File: config.mk
export PLATFORM = sky130hd
export DESIGN_NAME = patch_stream_scheduler
export DESIGN_NICKNAME = d
export VERILOG_FILES = /design/src/rtl/patch_sched_pkg.sv /design/src/rtl/patch_index_counter.sv /design/src/rtl/patch_stream_scheduler.sv
export SDC_FILE = /design/constraint.sdc
export NUM_CORES = 1
export LEC_CHECK = 0
export BUFFER_PORTS_ARGS = -buffer_cell sky130_fd_sc_hd__buf_2
export CAP_MARGIN = 30
export CORE_ASPECT_RATIO = 1.75
export CORE_MARGIN = 2
export CORE_UTILIZATION = 32
export CTS_CLUSTER_DIAMETER = 200
export DETAILED_ROUTE_END_ITERATION = 10
export GPL_TIMING_DRIVEN = 0
export PLACE_DENSITY = 0.66
export SLEW_MARGIN = 20
export SYNTH_ARGS = -nofsm -noshare
export SYNTH_HDL_FRONTEND = slang
export SYNTH_HIERARCHICAL = 1
export SYNTH_SLANG_ARGS = --single-unit
export TNS_END_PERCENT = 20
File: constraint.sdc
create_clock -name clk -period 1.57 [get_ports clk]
set_input_delay 0.2355 -clock clk [delete_from_list [all_inputs] [get_ports clk]]
set_output_delay 0.2355 -clock clk [all_outputs]
set_load 0.01 [all_outputs]
File: src/rtl/patch_sched_pkg.sv
// Shared types and constants for the patch stream scheduler:
// FSM state encoding, patchifier state codes and default frame geometry.
package patch_sched_pkg;

  typedef enum logic [2:0] {
    S_IDLE    = 3'd0,
    S_LAUNCH  = 3'd1,
    S_WAIT    = 3'd2,
    S_STREAM  = 3'd3,
    S_RELEASE = 3'd4
  } sched_state_t;

  localparam logic [2:0] PST_IDLE           = 3'b000;
  localparam logic [2:0] PST_PREPROCESSING  = 3'b001;
  localparam logic [2:0] PST_PROCESSING     = 3'b010;
  localparam logic [2:0] PST_POSTPROCESSING = 3'b011;
  localparam logic [2:0] PST_DONE           = 3'b100;

  localparam int DEF_PIXEL_WIDTH       = 24;
  localparam int DEF_TOTAL_NUM_PATCHES = 16;
  localparam int DEF_PATCH_VECTOR_SIZE = 256;
  localparam int DEF_TIMEOUT_CYCLES    = 65536;

endpackage

File: src/rtl/patch_index_counter.sv
// Two-level wrapping (patch, pos) read-address counter; pos is the minor index.
// all_wrap flags the final address of the frame so the caller can end the stream.
module patch_index_counter #(
  parameter int NUM_PATCHES = 16,
  parameter int VEC_SIZE    = 256,
  localparam int PIDX_W     = $clog2(NUM_PATCHES),
  localparam int POS_W      = $clog2(VEC_SIZE)
) (
  input  logic              clk,
  input  logic              reset,
  input  logic              clr,
  input  logic              inc,
  output logic [POS_W-1:0]  pos,
  output logic [PIDX_W-1:0] patch,
  output logic              pos_wrap,
  output logic              all_wrap
);

  localparam logic [POS_W-1:0]  POS_MAX   = POS_W'(VEC_SIZE - 1);
  localparam logic [PIDX_W-1:0] PATCH_MAX = PIDX_W'(NUM_PATCHES - 1);

  logic [POS_W-1:0]  pos_reg;
  logic [PIDX_W-1:0] patch_reg;

  assign pos      = pos_reg;
  assign patch    = patch_reg;
  assign pos_wrap = (pos_reg == POS_MAX);
  assign all_wrap = pos_wrap && (patch_reg == PATCH_MAX);

  // Explicit wrap on all_wrap keeps non-power-of-two patch counts in range.
  always_ff @(posedge clk) begin
    if (reset || clr) begin
      pos_reg   <= '0;
      patch_reg <= '0;
    end else if (inc) begin
      if (pos_wrap) begin
        pos_reg   <= '0;
        patch_reg <= all_wrap ? '0 : patch_reg + 1'b1;
      end else begin
        pos_reg <= pos_reg + 1'b1;
      end
    end
  end

endmodule

File: src/rtl/patch_stream_scheduler.sv
// Launches the patchifier, waits for DONE, streams every patch pixel downstream, then releases.
// Optional WAIT-state watchdog is built when PATCH_SCHED_TIMEOUT_EN is defined.
module patch_stream_scheduler
  import patch_sched_pkg::*;
#(
  parameter int PIXEL_WIDTH       = DEF_PIXEL_WIDTH,
  parameter int TOTAL_NUM_PATCHES = DEF_TOTAL_NUM_PATCHES,
  parameter int PATCH_VECTOR_SIZE = DEF_PATCH_VECTOR_SIZE,
  parameter int TIMEOUT_CYCLES    = DEF_TIMEOUT_CYCLES,
  localparam int PIDX_W           = $clog2(TOTAL_NUM_PATCHES),
  localparam int POS_W            = $clog2(PATCH_VECTOR_SIZE)
) (
  input  logic                   clk,
  input  logic                   reset,
  input  logic                   start,
  output logic                   start_ready,
  output logic                   patchifier_en,
  input  logic [2:0]             patchifier_state,
  output logic                   output_taken,
  output logic [PIDX_W-1:0]      rd_patch_idx,
  output logic [POS_W-1:0]       rd_pos_idx,
  input  logic [PIXEL_WIDTH-1:0] rd_data,
  output logic                   out_valid,
  input  logic                   out_ready,
  output logic [PIXEL_WIDTH-1:0] out_data,
  output logic [PIDX_W-1:0]      out_patch_idx,
  output logic                   out_last,
  output logic                   out_frame_last,
  output logic                   frame_done,
  output logic                   timeout_err
);

  sched_state_t state_reg, state_next;
  logic         frame_done_reg;
  logic         beat_fire;
  logic         cnt_clr;
  logic         pos_wrap;
  logic         all_wrap;

  assign cnt_clr   = (state_reg == S_IDLE) && start;
  assign beat_fire = (state_reg == S_STREAM) && out_ready;

  patch_index_counter #(
    .NUM_PATCHES (TOTAL_NUM_PATCHES),
    .VEC_SIZE    (PATCH_VECTOR_SIZE)
  ) u_idx (
    .clk      (clk),
    .reset    (reset),
    .clr      (cnt_clr),
    .inc      (beat_fire),
    .pos      (rd_pos_idx),
    .patch    (rd_patch_idx),
    .pos_wrap (pos_wrap),
    .all_wrap (all_wrap)
  );

`ifdef PATCH_SCHED_TIMEOUT_EN
  logic [31:0] wdog_reg;
  logic        timeout_err_reg;
  logic        wdog_expire;

  assign wdog_expire = (state_reg == S_WAIT) && (patchifier_state != PST_DONE)
                       && (wdog_reg == 32'(TIMEOUT_CYCLES - 1));
  assign timeout_err = timeout_err_reg;

  // Counter is held at zero outside WAIT, so every WAIT entry starts from zero.
  always_ff @(posedge clk) begin
    if (reset) begin
      wdog_reg        <= '0;
      timeout_err_reg <= 1'b0;
    end else begin
      wdog_reg <= (state_reg == S_WAIT) ? wdog_reg + 32'd1 : 32'd0;
      if (wdog_expire) timeout_err_reg <= 1'b1;
    end
  end
`else
  // No watchdog: constant 0 for any legal (positive) TIMEOUT_CYCLES.
  assign timeout_err = (TIMEOUT_CYCLES < 0);
`endif

  always_comb begin
    state_next = state_reg;
    case (state_reg)
      S_IDLE:    if (start) state_next = S_LAUNCH;
      S_LAUNCH:  state_next = S_WAIT;
      S_WAIT: begin
        if (patchifier_state == PST_DONE) state_next = S_STREAM;
`ifdef PATCH_SCHED_TIMEOUT_EN
        else if (wdog_expire) state_next = S_IDLE;
`endif
      end
      S_STREAM:  if (beat_fire && all_wrap) state_next = S_RELEASE;
      S_RELEASE: state_next = S_IDLE;
      default:   state_next = S_IDLE;
    endcase
  end

  always_ff @(posedge clk) begin
    if (reset) begin
      state_reg      <= S_IDLE;
      frame_done_reg <= 1'b0;
    end else begin
      state_reg      <= state_next;
      frame_done_reg <= (state_reg == S_RELEASE);
    end
  end

  assign start_ready    = (state_reg == S_IDLE);
  assign patchifier_en  = (state_reg == S_LAUNCH);
  assign output_taken   = (state_reg == S_RELEASE);
  assign frame_done     = frame_done_reg;
  assign out_valid      = (state_reg == S_STREAM);
  assign out_data       = rd_data;
  assign out_patch_idx  = rd_patch_idx;
  assign out_last       = out_valid && pos_wrap;
  assign out_frame_last = out_valid && all_wrap;

endmodule
==> impl_metrics.yaml <==
synth:
  yosysTopAreaCellShare: 0.301
  yosys.area.top_type: "sky130_fd_sc_hd__dfxtp_1"
  avgSynthCellArea_sq_um: 8.66
  synthesis.nets: 156
  number_of_enable_type_register_cells_in_the_synthesized_netlist: 0
  sequential_element_share_of_the_synthesized_area: 0.301
  post_synth_instance_area_sq_um: 1060
  syn-instance-count: 123
  ys_dominant_reg_cell: "sky130_fd_sc_hd__dfxtp_1"
  ranking_of_synthesized_cells_by_area: "sky130_fd_sc_hd__dfxtp_1, sky130_fd_sc_hd__buf_4, sky130_fd_sc_hd__nand4_4, sky130_fd_sc_hd__and2_1, sky130_fd_sc_hd__nor2_1"
  yosys_warnings: 6
  synth.distinct_cells: 40
  async_flop_share: 0
  ys_ff_latch: 16
layout:
  post-route-util: 0.515
  nets: 224
  final-seq-area_sq_um: 349
  antenna_cells_inserted: 0
  largest_register_ff_count: 8
  post_route_cells_drive_above_1_share: 0.663
  multi_input_comb_area_sq_um: 601
  synthToLayoutAreaGrowth_pct: 53.7
  nFillCells: 329
power_and_ir_drop:
  power.combinational.fraction: 0.191
  power_density_normalized_to_cell_area_nw_per_um2: 594
  p_seq_frac: 0.427
  power.leakage_uw: 0.000796
  vdd.ir_drop.worst_mv: 0.553
  switching_share: 0.247
  internal_power_uw: 732
  total_switching_power_uw: 241
  clockPowerShare: 0.382
  total_power_uw: 973
global_route:
  wire_length_of_the_first_global_routing_pass_mm: 4.21
  grt_util_all_layers: 0.145
  grt_max_degree: 11
  globalRoute.totalOverflow: 0
  number_of_antenna_violations_at_the_first_check_in_global_routing: 0
  first_global_vias: 1002
run:
  cap_viol_max_count: 0
worst_setup_path:
  ws_path_type: "flip-flop to output pin"
  worst_r2r_path_depth: 6
  worstPathMaxFanout: 6
  cp_data_required_time_ns: 1.33
  critical_path_arrival_ns: 1.35
  worstSetupStartpointType: "flip-flop"
  setup.worst_path.end_class: "output pin"
route:
  via_count: 1097
  dr.pass1.iters: 4
  drc: 0
  average_wire_per_standard_cell_um: 12.6
  drtIter0Drc: 14
  route.detailed.vias_per_inst: 4.71
  route.antenna.remaining_nets: 0
  routed_wirelength_mm: 2.93
clock_tree:
  cts-root-buf: "sky130_fd_sc_hd__clkbuf_8"
  cts-root-to-sink-buffers: 2
  cts_hold_buffers: 0
  cts_max_level: 1
  number_of_buffers_created_by_cts: 3
  clk-insertion-delay-late_ns: 0.25
  cts.clk_slew.worst_paths_ns: 0.06
  clock_sink_count: 16
  tritoncts: "yes"
sta:
  finClkSkew_ns: 0.00164
  grt_setup_unrepaired: "true"
  drv_slew: 0
  setup_total_negative_slack_ns: -0.0194
  final-hold-violation-count: 0
  finalSetupViolCount: 1
  period_needed_ns: 1.59
  final.setup.worst_slack_ns: -0.0194
  finalCritPeriodShare: 1.01
  clock.fmax_mhz: 629
die:
  area_of_the_die_sq_um: 3820
  core_area_sq_um: 3180
  floorplan.initialDensity: 0.335
  rows: 27
  dieHeight_um: 80.3
  fp.dieW_um: 47.6
  io_pins: 79
placed_design:
  finalWeightedCongestion: 0.713
  dp.final_hpwl_mm: 2.17
  buffers_on_ports: 53
outcome:
  failing_checks: "setup timing"
  outcome: "complete, but fails checks"
min_path:
  timing.hold.worst_path_depth: 2
  min_path_type: "input pin to flip-flop"
power by group through the flow:
stage | Sequential [uW] | Clock (uW) | Combinational (uW)
floorplan | 432 | 0 | 110
detailed placement | 433 | 0 | 165
global route | 416 | 398 | 202
CTS | 423 | 379 | 169
finish | 416 | 372 | 186
global placement | 433 | 0 | 161
metal layers:
layer / vias to the layer above / part of all wire / track usage
met3: 6 / 0.063 / 0.0202
met4: 0 / 0.019 / 0.0486
met1: 499 / 0.33 / 0.154
met2: 54 / 0.58 / 0.272
met5: - / 0 / 0
li1: 538 / - / -
cells by family (layout without fill, tap and decap cells):
logic type / Yosys count / count (layout) / synth area share
adder cells (fa/ha/maj): 2 / 2 / 0.0235
AO/OA/AOI/OAI: 17 / 17 / 0.115
AND/OR/NAND/NOR: 50 / 50 / 0.303
XOR/XNOR: 3 / 3 / 0.0247
buffers and inverters: 33 / 100 / 0.220
other: 1 / 1 / 0.00352
flip-flops: 16 / 16 / 0.301
multiplexers: 1 / 1 / 0.00940
final cells by class:
cell class,count,area share
well taps,43,0.0329
multi-input cells,74,0.367
repair buffers,64,0.213
inverters,2,0.00459
plain buffers,30,0.136
clock buffers,4,0.0336
flip-flops and latches,16,0.213
worst max-delay path, cell delays in order (launching register included):
cell and delay (ns):
sky130_fd_sc_hd__dfxtp_4 0.38, sky130_fd_sc_hd__ha_4 0.15, sky130_fd_sc_hd__nand3_4 0.10, sky130_fd_sc_hd__nor3_4 0.20
sky130_fd_sc_hd__and2_1 0.14, sky130_fd_sc_hd__buf_2 0.12
synthesized netlist by cell type, types with 2 or more instances:
library cell,instances
sky130_fd_sc_hd__xor2_1,3
sky130_fd_sc_hd__nor2_1,8
sky130_fd_sc_hd__or3_1,2
sky130_fd_sc_hd__nand4_4,2
sky130_fd_sc_hd__nand3_1,5
sky130_fd_sc_hd__and2_1,5
sky130_fd_sc_hd__a21oi_1,5
sky130_fd_sc_hd__o21ai_0,3
sky130_fd_sc_hd__inv_1,2
sky130_fd_sc_hd__o31ai_1,2
sky130_fd_sc_hd__ha_1,2
sky130_fd_sc_hd__nor4_1,2
sky130_fd_sc_hd__buf_4,29
sky130_fd_sc_hd__dfxtp_1,16
sky130_fd_sc_hd__nand2_1,6
sky130_fd_sc_hd__nor2b_1,2
sky130_fd_sc_hd__nor3_1,5
sky130_fd_sc_hd__nand4b_1,2
through the flow:
| stage | instance area, sq um | hold WS (ns) | setup slack (ns) | std cells |
|---|---|---|---|---|
| after floorplan | 1080 | 0.304 | 0.0328 | 123 |
| after global placement | 1400 | 0.485 | -0.00808 | 219 |
| after detailed placement | 1400 | 0.494 | -0.0881 | 219 |
| after CTS | 1530 | 0.226 | -0.0581 | 225 |
| after global routing | 1640 | 0.237 | -0.0773 | 233 |
| final | 1640 | 0.231 | -0.0194 | 233 |
cell usage in the layout (no fill, tap or decap), types with 2 or more instances in the layout:
cell type / instances
sky130_fd_sc_hd__o31ai_1: 2
sky130_fd_sc_hd__buf_4: 40
sky130_fd_sc_hd__and2_1: 4
sky130_fd_sc_hd__inv_1: 2
sky130_fd_sc_hd__clkbuf_8: 4
sky130_fd_sc_hd__nand3_1: 3
sky130_fd_sc_hd__o21ai_0: 3
sky130_fd_sc_hd__nor3_2: 2
sky130_fd_sc_hd__dfxtp_2: 5
sky130_fd_sc_hd__nand2_1: 5
sky130_fd_sc_hd__ha_4: 2
sky130_fd_sc_hd__nand4b_1: 2
sky130_fd_sc_hd__nand3_4: 2
sky130_fd_sc_hd__a21oi_1: 5
sky130_fd_sc_hd__nor3_1: 3
sky130_fd_sc_hd__nand4_4: 2
sky130_fd_sc_hd__nor2_1: 7
sky130_fd_sc_hd__dfxtp_4: 6
sky130_fd_sc_hd__buf_2: 53
sky130_fd_sc_hd__xor2_1: 3
sky130_fd_sc_hd__nor2b_1: 2
sky130_fd_sc_hd__nor4_1: 2
sky130_fd_sc_hd__dfxtp_1: 5
path summary, 6_finish.rpt:
check / slack [ns] / endpoint / startpoint
max: -0.02 / out_frame_last / u_idx/patch[0]
min: 0.23 / state_reg[0] / reset
max reg2reg: 0.04 / u_idx/pos[5] / state_reg[0]
min reg2reg: 0.52 / state_reg[0] / state_reg[2]
what timing repair did:
item	4_1_cts	5_1_grt
gates cloned	0	0
resized for setup	22	10
pin swaps	1	5
endpoints found under the setup margin	17	14
setup buffers	2	9
(Power assumes the default switching activity.)
